File: src/rtl/alu_share_arbiter.sv
`default_nettype none
// ============================================================================
// Module   : alu_share_arbiter
// Purpose  : Time-shares one external WIDTH-bit ALU (AND / OR / ADD / zero)
//            between two requesters. One operation is in flight at a time:
//            IDLE (arbitrate + accept) -> EXEC (ALU driven from registers,
//            result captured) -> RESP (result held until the owner accepts).
// Ports    : clk, rst_n           clock, asynchronous active-low reset
//            req_valid/req_ready  per-requester request handshake (bit i = i)
//            req_a*/req_b*/req_sel* per-requester operands and op select
//            rsp_valid/rsp_ready  per-requester response handshake
//            rsp_data/rsp_cout    captured ALU result and carry-out
//            alu_a/alu_b/alu_sel  registered operands to the shared ALU
//            alu_out/alu_cout     shared ALU result and carry-out
//            busy                 high whenever the FSM is not IDLE
// Config   : ALU_ARB_FIXED_PRIO_EN defined -> requester 0 always wins a tie
//            (no pointer). Undefined (default) -> round-robin.
// Revision : 1.0 - initial release
// ============================================================================
module alu_share_arbiter #(
  parameter int WIDTH = 64
) (
  input  logic             clk,
  input  logic             rst_n,
  input  logic [1:0]       req_valid,
  output logic [1:0]       req_ready,
  input  logic [WIDTH-1:0] req_a0,
  input  logic [WIDTH-1:0] req_b0,
  input  logic [WIDTH-1:0] req_a1,
  input  logic [WIDTH-1:0] req_b1,
  input  logic [1:0]       req_sel0,
  input  logic [1:0]       req_sel1,
  output logic [1:0]       rsp_valid,
  input  logic [1:0]       rsp_ready,
  output logic [WIDTH-1:0] rsp_data,
  output logic             rsp_cout,
  output logic [WIDTH-1:0] alu_a,
  output logic [WIDTH-1:0] alu_b,
  output logic [1:0]       alu_sel,
  input  logic [WIDTH-1:0] alu_out,
  input  logic             alu_cout,
  output logic             busy
);

  typedef enum logic [1:0] {
    ST_IDLE = 2'd0,
    ST_EXEC = 2'd1,
    ST_RESP = 2'd2
  } state_t;

  state_t           state_q, state_d;
  logic             owner_q, owner_d;
  logic [WIDTH-1:0] op_a_q, op_a_d;
  logic [WIDTH-1:0] op_b_q, op_b_d;
  logic [1:0]       op_sel_q, op_sel_d;
  logic [WIDTH-1:0] rsp_data_q, rsp_data_d;
  logic             rsp_cout_q, rsp_cout_d;
  logic [1:0]       rsp_valid_q, rsp_valid_d;

  logic             grant;      // index of the winning requester
  logic             req_hs;     // request handshake this cycle

`ifdef ALU_ARB_FIXED_PRIO_EN
  // Requester 0 wins whenever it is valid; otherwise requester 1.
  assign grant = ~req_valid[0];
`else
  logic ptr_q, ptr_d;
  // Tie goes to the pointer; a lone requester wins outright.
  assign grant = (req_valid == 2'b11) ? ptr_q : req_valid[1];
`endif

  // Gated by rst_n so req_ready also reads 00 while reset is held.
  assign req_ready = (rst_n && (state_q == ST_IDLE))
                   ? {req_valid[1] & grant, req_valid[0] & ~grant}
                   : 2'b00;
  assign req_hs    = |(req_valid & req_ready);

  always_comb begin
    state_d     = state_q;
    owner_d     = owner_q;
    op_a_d      = op_a_q;
    op_b_d      = op_b_q;
    op_sel_d    = op_sel_q;
    rsp_data_d  = rsp_data_q;
    rsp_cout_d  = rsp_cout_q;
    rsp_valid_d = rsp_valid_q;
`ifndef ALU_ARB_FIXED_PRIO_EN
    ptr_d       = ptr_q;
`endif
    case (state_q)
      ST_IDLE: begin
        if (req_hs) begin
          op_a_d   = grant ? req_a1   : req_a0;
          op_b_d   = grant ? req_b1   : req_b0;
          op_sel_d = grant ? req_sel1 : req_sel0;
          owner_d  = grant;
          state_d  = ST_EXEC;
        end
      end
      ST_EXEC: begin
        rsp_data_d  = alu_out;
        rsp_cout_d  = alu_cout;
        rsp_valid_d = owner_q ? 2'b10 : 2'b01;
        state_d     = ST_RESP;
      end
      ST_RESP: begin
        // Only the owner's ready bit matters; the other bit is ignored.
        if (rsp_ready[owner_q]) begin
          rsp_valid_d = 2'b00;
          state_d     = ST_IDLE;
`ifndef ALU_ARB_FIXED_PRIO_EN
          ptr_d       = ~owner_q;
`endif
        end
      end
      default: state_d = ST_IDLE;
    endcase
  end

  always_ff @(posedge clk or negedge rst_n) begin
    if (!rst_n) begin
      state_q     <= ST_IDLE;
      owner_q     <= 1'b0;
      op_a_q      <= '0;
      op_b_q      <= '0;
      op_sel_q    <= 2'b00;
      rsp_data_q  <= '0;
      rsp_cout_q  <= 1'b0;
      rsp_valid_q <= 2'b00;
`ifndef ALU_ARB_FIXED_PRIO_EN
      ptr_q       <= 1'b0;
`endif
    end else begin
      state_q     <= state_d;
      owner_q     <= owner_d;
      op_a_q      <= op_a_d;
      op_b_q      <= op_b_d;
      op_sel_q    <= op_sel_d;
      rsp_data_q  <= rsp_data_d;
      rsp_cout_q  <= rsp_cout_d;
      rsp_valid_q <= rsp_valid_d;
`ifndef ALU_ARB_FIXED_PRIO_EN
      ptr_q       <= ptr_d;
`endif
    end
  end

  // ALU operands come straight from the operand registers, so they hold
  // their last value outside EXEC.
  assign alu_a     = op_a_q;
  assign alu_b     = op_b_q;
  assign alu_sel   = op_sel_q;
  assign rsp_data  = rsp_data_q;
  assign rsp_cout  = rsp_cout_q;
  assign rsp_valid = rsp_valid_q;
  assign busy      = (state_q != ST_IDLE);

endmodule
`default_nettype wire

File: config.mk
export PLATFORM = sky130hd
export DESIGN_NAME = alu_share_arbiter
export DESIGN_NICKNAME = d
export VERILOG_FILES = /design/src/rtl/alu_share_arbiter.sv
export SDC_FILE = /design/constraint.sdc
export NUM_CORES = 1
export LEC_CHECK = 0
export ABC_AREA = 1
export ABC_CLOCK_PERIOD_IN_PS = 3800
export BUFFER_PORTS_ARGS = -buffer_cell sky130_fd_sc_hd__buf_2
export CELL_PAD_IN_SITES_DETAIL_PLACEMENT = 0
export CELL_PAD_IN_SITES_GLOBAL_PLACEMENT = 1
export CORE_AREA = 2 2 205 207
export DETAILED_ROUTE_END_ITERATION = 8
export DIE_AREA = 0 0 207 209
export PLACE_DENSITY = 0.64
export SETUP_SLACK_MARGIN = 0.5
export SLEW_MARGIN = 20
export SYNTH_ARGS = -nofsm -noshare
export SYNTH_HDL_FRONTEND = slang
export SYNTH_SLANG_ARGS = --single-unit
File: constraint.sdc
create_clock -name clk -period 3.8 [get_ports clk]
set_input_delay 0.38 -clock clk [delete_from_list [all_inputs] [get_ports clk]]
set_output_delay 0.38 -clock clk [all_outputs]
set_load 0.03 [all_outputs]
Word level (Yosys, flattened, before mapping)
Cells that the tools add are included.
{ "classes": {"n_mux": 12, "n_bitwise": 5, "n_eq_ne": 5, "n_reduce_logical": 9, "order_cmp": 1} }
{ "op_table": {"columns": ["op", "count"], "rows": [
  ["$mux W64", 2],
  ["$mux W2", 5],
  ["$reduce_and A2 Y1", 4],
  ["$pmux W2 S3", 1],
  ["$eq A2 B2 Y1 const B", 2],
  ["$ne A2 B2 Y1 const B", 2],
  ["$pmux W2 S2", 1],
  ["$reduce_bool A2 Y1", 2],
  ["$mux W1", 3],
  ["$and A1 B1 Y1", 2],
  ["$and A2 B2 Y2", 1],
  ["$eq A2 B1 Y1 const B", 1],
  ["$logic_not A2 Y1", 1],
  ["$lt A1 B2 Y1 const B", 1],
  ["$not A1 Y1", 2],
  ["$reduce_or A2 Y1", 1],
  ["$logic_and A1 B1 Y1", 1]
]} }
{ "word_totals": {"inputBits": 331, "elab_cells": 41, "out_inout_bits": 200, "regBits": 201} }

Depth between registers and ports, before layout
{ "logic_depth": {"ltp_word": 9, "mapped_depth": 9, "ltp_nobuf": 7} }

Worst setup path before layout
OpenSTA, ideal clock, no wires.
{ "synth_path": {"kind": "reg2out", "start": "register state_q[1]", "end": "output req_ready[0]", "path_buffers": 2, "path_slack_ps": 2021, "stages_incl_launch_ff": 6, "required_time_ps": 3420, "t_arrival_ps": 1399, "cell_sequence": "dfrtp_1 > inv_2 > nand4_1 > buf_2 > buf_2 > nor2_1"} }
{ "synth_between": {"elab_chain_cells": 3} }
{ "synth_rtl": {"columns": ["element", "line_no", "source"], "rows": [
  ["from (decl)", "51", "state_t state_q, state_d;"],
  ["from (signal assigned)", "134", "state_q <= state_d;"],
  ["$logic_not A2 Y1", "73", "assign req_ready = (rst_n && (state_q == ST_IDLE))"],
  ["$logic_and A1 B1 Y1", "73", null],
  ["$mux W2", "74", "? {req_valid[1] & grant, req_valid[0] & ~grant}"],
  ["to (decl)", "26", "output logic [1:0] req_ready,"]
]} }
No other way between the ends.

Worst setup path after layout
{ "layout_path": {"start": "input rst_n", "end": "output req_ready[1]"} }
{ "layout_between": {"elab_chain_cells": 2} }
{ "layout_rtl": {"columns": ["element", "line_no", "source"], "rows": [
  ["from (decl)", "24", "input logic rst_n,"],
  ["$logic_and A1 B1 Y1", "73", null],
  ["$mux W2", "74", null]
]} }
No other way between the ends.

==> impl.org <==
** Outcome
- Outcome :: completed

** Hold path
- The path with the worst hold slack has its endpoint at rsp_data[46].
- In this run the worst hold path is classified as primary input to flop.
- The worst hold path begins at alu_out[46].
- The worst hold path was traced through 3 stages.

** CTS
- Clock-pin slew on the worst setup and hold paths :: 0.06 ns
- Buffers inserted during clock tree synthesis total 25.
- Clock latency on the worst-skew pair, taken at its later pin, is 0.52 ns.
- Clock tree from TritonCTS :: done
- The longest clock path from root to sink contains 3 buffers.
- Buffer count from post-CTS setup fixing :: 0
- H-tree depth :: 1
- The root buffer cell chosen for the clock tree is sky130_fd_sc_hd__clkbuf_16.
- Total clock sinks :: 201

** Global routing
- The number of global-route vias before repair is 10280.
- Maximum number of pins on one net before global-route repair :: 132
- Initial antenna violation count :: 6
- Total GRT Usage :: 0.179
- Wire length of the first global-routing pass :: 61.9 mm
- Global routing finished with a remaining overflow of 0.

** Floorplan
- Count of pins on the block boundary :: 531
- Initial core utilization :: 0.233
- X dimension of the die :: about 210 um
- Core Area :: slightly above 40000 sq um
- Total number of placement rows :: 75
- In this run the vertical extent of the chip is 209 um.
- Full die area :: between 40000 and 50000 sq um

** Synthesis
- Adder and majority gate portion of the synthesized area :: 0
- Xor and xnor area share after synthesis :: 0
- Summing every instance area after synthesis gives 9640 sq um.
- Area share of and/or/nand/nor cells after synthesis :: 0.425
- Syn_nets :: 1641
- Avg Cell Area, Syn :: 7.36 sq um
- Portion of the post-synthesis area used by sequential elements :: 0.522
- After synthesis, the largest family of logic cells by area is simple AND/OR/NAND/NOR gates.
- Flop and latch count out of synthesis :: about 200
- Synthesis produced a netlist whose cell count is 1310.
- The post-synthesis compound-gate area fraction was 0.00273.
- Of the post-synthesis cell area, the part taken by muxes is 0.
- Unique cell type count in the Yosys netlist :: 15
- Total number of yosys warnings :: 0

** Power
- Power Density :: 889 nW/um^2
- The worst-case IR drop observed on VDD is 331 uV.
- The analysis attributes to cell leakage a power of 8.16 nW.

** Routing
- Detailed-route DRC error count :: 0
- The routed layout has 10376 vias.
- Vias per cell :: 4.43
- Dividing the detail-routed wire length by the instance count gives 17.1 um.
- Before antenna repair, the detailed router went through 5 iterations.
- Violation count after the first detailed-routing iteration :: 667
- In this run the remaining antenna-violating nets after routing total 0.
- Final wirelength :: 40.0 mm

** Timing
- Based on the critical path, the design can be clocked at up to 369 MHz.
- Worst-margin pin slew :: 1.06 ns
- Dividing the final minimum period by the clock period gives 0.713.
- Headroom to the max-slew limit came out at 0.292.
- Setup repair after global routing left no endpoint under its margin.
- Final hold analysis gives a worst-case slack of 0.0481 ns.
- Clock skew :: 0.00636 ns
- The count of endpoints failing hold in the final timing report was 0.
- Max Transition Viols Final :: 0
- The clock period could shrink to between 2 and 3 ns.
- Setup total negative slack on the finished layout was measured at 0 ns.
- Total of endpoints with negative setup slack in the final report :: 0

** Setup path
- RR Endpoint :: alu_b[21]
- Most prevalent standard cell on the critical path :: sky130_fd_sc_hd__inv_1
- The worst register-to-register path begins at ptr_q.
- In this run the worst path has a maximum fanout of 55.
- Data arrival time of the critical path :: 2.33 ns
- The critical path in this run is classified as primary input to primary output.
- In this design, the stage delay of the slowest critical-path cell is 0.55 ns.
- Walking the worst path, the cells encountered are dlygate4sd3_1 -> clkbuf_8 -> inv_1 -> nor2_1 -> nand2_4 -> inv_1 -> buf_2.
- Worst setup EP type :: primary output
- Among all stages on the critical path, the largest delay is contributed by sky130_fd_sc_hd__dlygate4sd3_1.
- Required time of the worst setup path :: 3.42 ns
- Worst reg2reg path depth :: 8
- Crit start category :: primary input
- Worst setup slack for register-to-register paths :: ~1.5 ns

** Placement
- At the end of routability-driven placement, the weighted congestion stood at 0.886.
- Cell total after placement :: 2293
- In this run the cell area measured after placement is 12700 sq um.
- Number of buffer cells added on primary ports :: 530
- Half-perimeter wire length after detailed placement :: 27.9 mm

** Final layout
- Net count of the finished layout :: 2113
- Fill cells in the final layout number 4562.
- Of the cells placed in the final design, the portion with a size suffix greater than 1 is 0.329.
- Finished Core Util :: 0.330
- Layout overhead on the synthesized area :: 41.3%
- Filler-free cell count of the finished design :: 2344
- Area of all placed cells without fillers :: ~14000 sq um

** Job
- Max-cap violations in this run came to 0.
[kinds of logic after synthesis]
logic type             Yosys count
AND/OR/NAND/NOR                998
flip-flops                     201
buffers and inverters          108
AO/OA/AOI/OAI                    3
[worst max-delay path: cells and delay by family]
family / cells / cell delay, ns
buffers and inverters: 5 / 1.41
AND/OR/NAND/NOR: 2 / 0.52
[synth_stat cells]
library cell / instances / area [sq um]
sky130_fd_sc_hd__buf_2: 56 / 280
sky130_fd_sc_hd__nand2_2: 2 / 12.5
sky130_fd_sc_hd__inv_2: 3 / 11.3
sky130_fd_sc_hd__a21oi_1: 1 / 5.00
sky130_fd_sc_hd__a21oi_4: 1 / 16.3
sky130_fd_sc_hd__nand2_4: 1 / 11.3
sky130_fd_sc_hd__nand3_1: 265 / 1330
sky130_fd_sc_hd__clkbuf_1: 40 / 150
sky130_fd_sc_hd__dfrtp_1: 201 / 5030
sky130_fd_sc_hd__nand2_1: 726 / 2730
sky130_fd_sc_hd__buf_4: 3 / 22.5
sky130_fd_sc_hd__inv_1: 6 / 22.5
sky130_fd_sc_hd__nand4_1: 1 / 6.26
sky130_fd_sc_hd__o21ai_0: 1 / 5.00
sky130_fd_sc_hd__nor2_1: 3 / 11.3
[where the power goes]
| part | leakage [nW] | internal, W | total [W] | switching, W |
|---|---|---|---|---|
| sequential | 2.53 | 0.00320 | 0.00376 | 0.000562 |
| combinational | 5.18 | 0.00156 | 0.00577 | 0.00421 |
| clock | 0.443 | 0.00164 | 0.00258 | 0.000944 |
| total | 8.16 | 0.00640 | 0.0121 | 0.00571 |
[metal layers]
layer / global-route usage / vias to the layer above / part of all wire
li1: - / 5078 / -
met1: 0.232 / 4885 / 0.42
met2: 0.300 / 344 / 0.49
met3: 0.0397 / 67 / 0.061
met4: 0.0505 / 2 / 0.027
met5: 0 / - / 0.00027
[metrics by stage]
step / power, W / worst slack (ns)
2_1_floorplan: 0.00755 / 2.02
3_5_place_dp: 0.00963 / 1.44
4_1_cts: 0.0123 / 0.988
5_1_grt: 0.0129 / 0.848
3_3_place_gp: 0.00959 / 1.48
6_report: 0.0121 / 1.09
[worst max-delay path by stage]
stage                 startpoint      endpoint  slack, ns  cells after the start
detailed placement  req_valid[0]     alu_a[19]       1.44                      8
floorplan             state_q[1]  req_ready[0]       2.02                      5
finish                     rst_n  req_ready[1]       1.09                      7
global route               rst_n  req_ready[1]       0.85                      7
CTS                        rst_n  req_ready[1]       0.99                      7
global placement    req_valid[0]     alu_b[62]       1.48                      7
[layout make-up]
cell class | instances | area (sq um) | share of cell area
diodes | 5 | 12.5 | 0.000919
clock buffers | 42 | 810 | 0.0595
clock inverters | 3 | 90.1 | 0.00662
inverters | 9 | 35.0 | 0.00257
multi-input cells | 1001 | 4130 | 0.303
flip-flops and latches | 201 | 5030 | 0.369
well taps | 539 | 674 | 0.0495
repair buffers | 544 | 2830 | 0.208
[timing repair]
item,CTS,global route
endpoints found under the hold margin,49,0
hold buffers,1,0
resized for setup,0,0
[layout by cell type (no fill, tap or decap), drive strengths merged]
| cell | netlist | layout |
|---|---|---|
| nor2 | 3 | 3 |
| dlygate4sd3 | 0 | 1 |
| o21ai | 1 | 1 |
| a21oi | 2 | 2 |
| diode | 0 | 5 |
| clkinv | 0 | 1 |
| nand2 | 729 | 729 |
| bufinv | 0 | 3 |
| inv | 9 | 8 |
| nand3 | 265 | 265 |
| buf | 59 | 542 |
| dfrtp | 201 | 201 |
| clkbuf | 40 | 43 |
| nand4 | 1 | 1 |
[flip-flops by register name (all words and copies together) (netlist names)]
register and cells:
rsp_data 64, ptr_q 1, rsp_cout 1, rsp_valid 2, state_q 2, alu_a 64, alu_b 64, owner_q 1
alu_sel 2
Power figures use the tool's default switching activity.
